<file path="config.mk">
export PLATFORM = sky130hd
export DESIGN_NAME = instruction_fetch_flat
export DESIGN_NICKNAME = d
export VERILOG_FILES = /design/src/rtl/instruction_fetch_pkg.sv /design/src/rtl/instruction_fetch_if.sv /design/src/rtl/instruction_fetch_buffer.sv /design/src/rtl/instruction_fetch.sv /design/src/flat_wrapper.sv
export SDC_FILE = /design/constraint.sdc
export NUM_CORES = 1
export LEC_CHECK = 0
export BUFFER_PORTS_ARGS = -buffer_cell sky130_fd_sc_hd__buf_4
export CORE_MARGIN = 2
export CORE_UTILIZATION = 54
export DETAILED_ROUTE_END_ITERATION = 6
export PLACE_DENSITY = 0.79
export SYNTH_ARGS = -nofsm -noshare
export SYNTH_HDL_FRONTEND = slang
export SYNTH_SLANG_ARGS = --single-unit
</file>
<file path="constraint.sdc">
create_clock -name i_clk -period 2.6 [get_ports i_clk]
set_input_delay 0.52 -clock i_clk [delete_from_list [all_inputs] [get_ports i_clk]]
set_output_delay 0.52 -clock i_clk [all_outputs]
set_load 0.01 [all_outputs]
</file>
<file path="src/rtl/instruction_fetch_pkg.sv">
`default_nettype none
// ============================================================================
//  Module   : fetch_pkg
//  Brief    : Shared constants and state encoding for the fetch stage.
//  Revision : 1.0 - initial release
// ============================================================================
package fetch_pkg;

    // addi x0, x0, 0 : canonical RISC-V no-op used for pipeline bubbles
    localparam logic [31:0] NOP_INSTR = 32'h0000_0013;

    // Sequential fetch advances by one 32-bit instruction
    localparam int unsigned PC_STEP = 4;

    // IDLE: nothing outstanding, WAIT: response wanted, DROP: response discarded
    typedef enum logic [1:0] {
        IDLE = 2'd0,
        WAIT = 2'd1,
        DROP = 2'd2
    } fetch_state_e;

endpackage
`default_nettype wire

</file>
<file path="src/rtl/instruction_fetch_if.sv">
`default_nettype none
// ============================================================================
//  Module   : instruction_fetch_if
//  Brief    : Request/response bus between the fetch stage and instruction
//             memory. Single outstanding request, in-order responses.
//  Revision : 1.0 - initial release
// ============================================================================
interface instruction_fetch_if #(
    parameter int XLEN = 32
);
    logic            req;
    logic [XLEN-1:0] addr;
    logic            gnt;
    logic            rvalid;
    logic [XLEN-1:0] rdata;

    // Fetch side drives the request, memory answers
    modport master (
        output req,
        output addr,
        input  gnt,
        input  rvalid,
        input  rdata
    );

    modport slave (
        input  req,
        input  addr,
        output gnt,
        output rvalid,
        output rdata
    );
endinterface
`default_nettype wire

</file>
<file path="src/rtl/instruction_fetch_buffer.sv">
`default_nettype none
// ============================================================================
//  Module   : fetch_buffer
//  Brief    : One-entry pc/instruction holding register. Catches a response
//             that arrives while IF/ID is held; clear beats load beats drain.
//  Revision : 1.0 - initial release
// ============================================================================
module fetch_buffer
    import fetch_pkg::*;
#(
    parameter int XLEN = 32
) (
    input  wire logic            clk,
    input  wire logic            rst,
    input  wire logic            i_load,
    input  wire logic [XLEN-1:0] i_pc,
    input  wire logic [XLEN-1:0] i_instr,
    input  wire logic            i_drain,
    input  wire logic            i_clear,
    output logic                 o_valid,
    output logic [XLEN-1:0]      o_pc,
    output logic [XLEN-1:0]      o_instr
);

    logic            r_valid;
    logic [XLEN-1:0] r_pc;
    logic [XLEN-1:0] r_instr;

    // Hold one entry; a redirect flush wins over a simultaneous load
    always_ff @(posedge clk) begin
        if (rst) begin
            r_valid <= 1'b0;
            r_pc    <= '0;
            r_instr <= XLEN'(NOP_INSTR);
        end else if (i_clear) begin
            r_valid <= 1'b0;
        end else if (i_load) begin
            r_valid <= 1'b1;
            r_pc    <= i_pc;
            r_instr <= i_instr;
        end else if (i_drain) begin
            r_valid <= 1'b0;
        end
    end

    assign o_valid = r_valid;
    assign o_pc    = r_pc;
    assign o_instr = r_instr;

endmodule
`default_nettype wire

</file>
<file path="src/rtl/instruction_fetch.sv">
`default_nettype none
// ============================================================================
//  Module   : instruction_fetch
//  Brief    : IF stage. Owns the fetch PC, issues single-outstanding
//             instruction memory requests and loads the IF/ID register,
//             honouring hazard-unit stalls and EX-stage redirects.
//  Revision : 1.0 - initial release
// ============================================================================
module instruction_fetch
    import fetch_pkg::*;
#(
    parameter int              XLEN     = 32,
    parameter logic [XLEN-1:0] RESET_PC = '0
) (
    input  wire logic              i_clk,
    input  wire logic              i_reset,
    input  wire logic              i_pc_enable,
    input  wire logic              i_if_id_register_enable,
    input  wire logic              i_redirect,
    input  wire logic [XLEN-1:0]   i_redirect_pc,
    instruction_fetch_if.master    imem,
    output logic [XLEN-1:0]        o_id_pc,
    output logic [XLEN-1:0]        o_id_instr,
    output logic                   o_id_valid
);

    fetch_state_e    r_state;
    logic [XLEN-1:0] r_pc;
    logic [XLEN-1:0] r_req_pc;
    logic [XLEN-1:0] r_id_pc;
    logic [XLEN-1:0] r_id_instr;
    logic            r_id_valid;

    logic            w_buf_valid;
    logic [XLEN-1:0] w_buf_pc;
    logic [XLEN-1:0] w_buf_instr;
    logic            w_slot_free;
    logic            w_accept;
    logic            w_rsp;
    logic [XLEN-1:0] w_redirect_target;

    // Targets are word aligned; low two bits of the redirect are ignored
    assign w_redirect_target = i_redirect_pc & ~XLEN'(3);

    // A new request may go out when idle, or when the current response
    // retires into IF/ID in this very cycle (back-to-back streaming)
    assign w_slot_free = (r_state == IDLE) ||
                         ((r_state == WAIT) && imem.rvalid && i_if_id_register_enable);

    assign imem.req  = !i_reset && !i_redirect && i_pc_enable && !w_buf_valid && w_slot_free;
    assign imem.addr = r_pc;
    assign w_accept  = imem.req && imem.gnt;

    // Response belonging to a request whose data is still wanted
    assign w_rsp = (r_state == WAIT) && imem.rvalid;

    fetch_buffer #(
        .XLEN (XLEN)
    ) u_fetch_buffer (
        .clk     (i_clk),
        .rst     (i_reset),
        .i_load  (w_rsp && !i_redirect && !i_if_id_register_enable),
        .i_pc    (r_req_pc),
        .i_instr (imem.rdata),
        .i_drain (!i_redirect && i_if_id_register_enable && w_buf_valid),
        .i_clear (i_redirect),
        .o_valid (w_buf_valid),
        .o_pc    (w_buf_pc),
        .o_instr (w_buf_instr)
    );

    // PC, request tracking FSM and IF/ID register; redirect overrides stall
    always_ff @(posedge i_clk) begin
        if (i_reset) begin
            r_state    <= IDLE;
            r_pc       <= RESET_PC;
            r_req_pc   <= '0;
            r_id_pc    <= '0;
            r_id_instr <= XLEN'(NOP_INSTR);
            r_id_valid <= 1'b0;
        end else if (i_redirect) begin
            r_pc       <= w_redirect_target;
            r_id_instr <= XLEN'(NOP_INSTR);
            r_id_valid <= 1'b0;
            case (r_state)
                WAIT:    r_state <= imem.rvalid ? IDLE : DROP;
                DROP:    r_state <= imem.rvalid ? IDLE : DROP;
                default: r_state <= IDLE;
            endcase
        end else begin
            if (w_accept) begin
                r_req_pc <= r_pc;
                r_pc     <= r_pc + XLEN'(PC_STEP);
            end

            case (r_state)
                IDLE: begin
                    if (w_accept) r_state <= WAIT;
                end
                WAIT: begin
                    if (imem.rvalid) r_state <= w_accept ? WAIT : IDLE;
                end
                DROP: begin
                    if (imem.rvalid) r_state <= IDLE;
                end
                default: r_state <= IDLE;
            endcase

            // Buffered instruction is older than a live response, so it goes first
            if (i_if_id_register_enable) begin
                if (w_buf_valid) begin
                    r_id_pc    <= w_buf_pc;
                    r_id_instr <= w_buf_instr;
                    r_id_valid <= 1'b1;
                end else if (w_rsp) begin
                    r_id_pc    <= r_req_pc;
                    r_id_instr <= imem.rdata;
                    r_id_valid <= 1'b1;
                end else begin
                    r_id_instr <= XLEN'(NOP_INSTR);
                    r_id_valid <= 1'b0;
                end
            end
        end
    end

    assign o_id_pc    = r_id_pc;
    assign o_id_instr = r_id_instr;
    assign o_id_valid = r_id_valid;

    // Memory must never answer when no request is outstanding
    a_no_rsp_when_idle : assert property (
        @(posedge i_clk) disable iff (i_reset) !((r_state == IDLE) && imem.rvalid)
    );

endmodule
`default_nettype wire

</file>
<file path="src/flat_wrapper.sv">
// flat-port wrapper written by rule: the top's interface ports become plain ports
module instruction_fetch_flat import fetch_pkg::*;
#(
    parameter int              XLEN     = 32,
    parameter logic [XLEN-1:0] RESET_PC = '0
)
  (i_clk, i_reset, i_pc_enable, i_if_id_register_enable, i_redirect, i_redirect_pc, o_id_pc, o_id_instr, o_id_valid, imem_req, imem_addr, imem_gnt, imem_rvalid, imem_rdata);
  instruction_fetch_if #(.XLEN(XLEN)) imem_i ();
  input  wire logic i_clk;
  input  wire logic i_reset;
  input  wire logic i_pc_enable;
  input  wire logic i_if_id_register_enable;
  input  wire logic i_redirect;
  input  wire logic [XLEN-1:0] i_redirect_pc;
  output logic [XLEN-1:0] o_id_pc;
  output logic [XLEN-1:0] o_id_instr;
  output logic o_id_valid;
  output wire logic [$bits(imem_i.req)-1:0] imem_req;
  output wire logic [$bits(imem_i.addr)-1:0] imem_addr;
  input wire logic [$bits(imem_i.gnt)-1:0] imem_gnt;
  input wire logic [$bits(imem_i.rvalid)-1:0] imem_rvalid;
  input wire logic [$bits(imem_i.rdata)-1:0] imem_rdata;
  assign imem_req = imem_i.req;
  assign imem_addr = imem_i.addr;
  assign imem_i.gnt = imem_gnt;
  assign imem_i.rvalid = imem_rvalid;
  assign imem_i.rdata = imem_rdata;
  instruction_fetch #(.XLEN(XLEN), .RESET_PC(RESET_PC)) u_core (.i_clk(i_clk), .i_reset(i_reset), .i_pc_enable(i_pc_enable), .i_if_id_register_enable(i_if_id_register_enable), .i_redirect(i_redirect), .i_redirect_pc(i_redirect_pc), .imem(imem_i), .o_id_pc(o_id_pc), .o_id_instr(o_id_instr), .o_id_valid(o_id_valid));
endmodule
</file>
==> impl_metrics.ini <==
[floorplan]
fp.dieW_um = 124
dieArea_mm2 = 0.0153
boundaryPins = 169
std_cell_rows = 43
fp.coreArea_mm2 = 0.0139
die_height_um = 124
start_util_pct = 55.4

[cells_and_area]
layout.cells.most_common_list = nand2_1, buf_4, dfxtp_1, a21oi_1, nor2_1
final_layout_size_suffix_gt1_share_pct = 22.6
layout_commonest_cell = nand2_1
fill_cells = 1141
final_area_mm2 = 0.00968
area_growth_syn_to_layout_pct = 25.3
antenna_cells = 0
nNetsFinal = 1136

[clock_network]
cts_hold_buf = 0
cts_resized = 0
cts_buffers = 17
cts_htree_levels = 4
clock_latency_ps = 420
clockBufferDepth = 2
cts_sinks = 188
root_buffer = clkbuf_16
cts_tree = yes
post-cts-setup-buffers = 0
clk_pin_slew_ps = 60

[worst_setup_path]
max_stage_delay_ps = 620
crit_type = reg2reg
path_max_fanout = 9
cp-startpoint = u_core.imem.addr[4]
crit_family = simple AND/OR/NAND/NOR gates
cp_num_buf_inv = 0
r2r-start = u_core.imem.addr[4]
end_kind = register
crit_chain = nand2_1 > nor4_4 > or4b_1 > or4_1 > a31oi_1
slowest_stage = or4b_1
cp-start-kind = register
cp.required_ps = 2950
critical_path_arrival_ps = 2590

[logic_synthesis]
yosys_warnings = 0
yosysUniqueCellTypes = 59
synthAdderAreaFrac_pct = 0.648
ys_seq_area_share_pct = 48.7
ys_async_sr_fraction_pct = 0
avgSynthCellArea_um2 = 8.36
synth_cells = 924
yosysTopAreaCell = dfxtp_1
netlist.area_leader.share_pct = 48.7
synthMuxAreaShare_pct = 5.15
synthFlopType = dfxtp_1
netlist_area_mm2 = 0.00772
ys_ff_latch = 188
synth_simple_gate_area_share_pct = 21.5
yosys-top-cells-area = dfxtp_1, nand2_1, a21oi_1, mux2i_1, nor2_1
synth_edf_count = 0
synth_top_family_by_area = simple AND/OR/NAND/NOR gates
synthXorXnorAreaFrac_pct = 0
synth_compound_area_share_pct = 18.8

[global_routing]
grt.busiest_layer = met2
grt_pass1_vias = 6337
grt_first_pass_wirelength_um = 31600
gr-total-overflow = 0
grt.met1_usage_pct = 36.6
grt_start_max_net_pins = 154
use_met3_pct = 7.28
track_usage_pct = 26.1
antenna_found_initial = 0
grt_util_met2_pct = 38.4

[timing]
tns_ps = 0
slew_violations = 0
hold_viol_final = 0
rsz0062_at_grt = false
max_freq_mhz = 446
finalCriticalPeriod_ps = 2240
skew_ps = 4.86
slew_headroom_pct = 54.4
finalCritPeriodShare_pct = 86.3
worst_slew_pin_slew_ps = 683
setup_viol = 0

[drt]
wl_per_cell_um = 16.0
vias_per_cell = 5.68
detail-route-antenna-nets = 0
detail_route.iter0.violations = 756
drc = 0
firstDrtPassIters = 6
wirelength_um = 20100
vias = 7121

[place]
place_area_mm2 = 0.00910
gp_congestion = 0.869
hpwlAfterDp_um = 13400
portBuffers = 162

[job]
maxCapViolations = 0

[min_path]
min_path_type = in2reg
worstHoldStart = i_redirect_pc[21]

[power_and_ir_drop]
vdd_ir_drop_max_uv = 467
leakage_nw = 3.51
powerDensity_mw_per_mm2 = 607

[run_status]
status = completed
## cells by family after synthesis
family,count (synthesis)
adders and majority gates,4
buffers and inverters,89
AOI/OAI and AO/OA,224
DFF,188
and+or+nand+nor,379
other,1
muxes,39
## per-stage QoR
stage	hold slack (ps)	cells	total power [mW]	utilization [%]	setup slack, ps
2_1_floorplan	436	927	3.21	-	384
3_3_place_gp	441	1222	3.42	65.3	293
3_5_place_dp	446	1222	3.42	65.3	225
4_1_cts	291	1253	5.89	69.4	374
5_1_grt	302	1253	6.05	69.4	186
6_report	303	1253	5.88	69.4	356
## cell usage after synthesis, types with 3 or more instances
master    count
nand2_1     215
dfxtp_1     188
a21oi_1     116
nor2_1       83
clkbuf_1     58
mux2i_1      33
a211oi_1     32
a222oi_1     30
nand3_1      17
o21ai_0      12
inv_1        11
nor3_1       11
a31oi_1       8
and2_1        8
nand4_1       8
buf_1         6
mux2_2        6
a22oi_1       5
and3_1        5
buf_2         5
buf_4         4
ha_1          4
nor4_1        4
or3_1         4
nand3b_1      3
nand4b_1      3
## worst register-to-register path, stage by stage (launching register included)
cell and delay, ps:
dfxtp_1 490, nand2_1 170, nor4_4 320, or4b_1 620, or4_1 440, a31oi_1 130
## report_power, final
part	switching, mW	internal [mW]
Clock	1.09	1.42
Combinational	0.207	0.176
Sequential	0.0599	2.92
Total	1.36	4.52
## layer usage
layer | up-vias | share of wire (%)
met4 | 0 | 2.2
met2 | 260 | 45
met3 | 33 | 7.8
li1 | 3539 | -
met1 | 3289 | 45
met5 | - | 0
## cell type report
type / count / area [um2] / share of cell area (%)
Sequential cell: 188 / 3760 / 38.9
Multi-Input combinational cell: 650 / 3600 / 37.2
Timing Repair Buffer: 193 / 1470 / 15.2
Clock buffer: 23 / 488 / 5.04
Tap cell: 180 / 225 / 2.33
Clock inverter: 8 / 86.3 / 0.892
Inverter: 11 / 41.3 / 0.427
## registers in the layout (all words and copies together) (netlist names)
name                           cells
u_core.o_id_valid                  1
u_core.r_state                     2
u_core.r_req_pc                   30
u_core.u_fetch_buffer.o_valid      1
u_core.u_fetch_buffer.o_instr     32
u_core.o_id_instr                 32
u_core.imem.addr                  30
u_core.o_id_pc                    30
u_core.u_fetch_buffer.o_pc        30
## final timing paths
path                                          to  slack, ps  cells after the start
setup reg to reg            u_core.imem.addr[25]        360                      5
hold / removal              u_core.imem.addr[21]        300                      3
hold reg to reg   u_core.u_fetch_buffer.o_pc[30]        450                      2
setup / recovery            u_core.imem.addr[25]        360                      5
No activity file was read; power rests on OpenSTA's default activity.
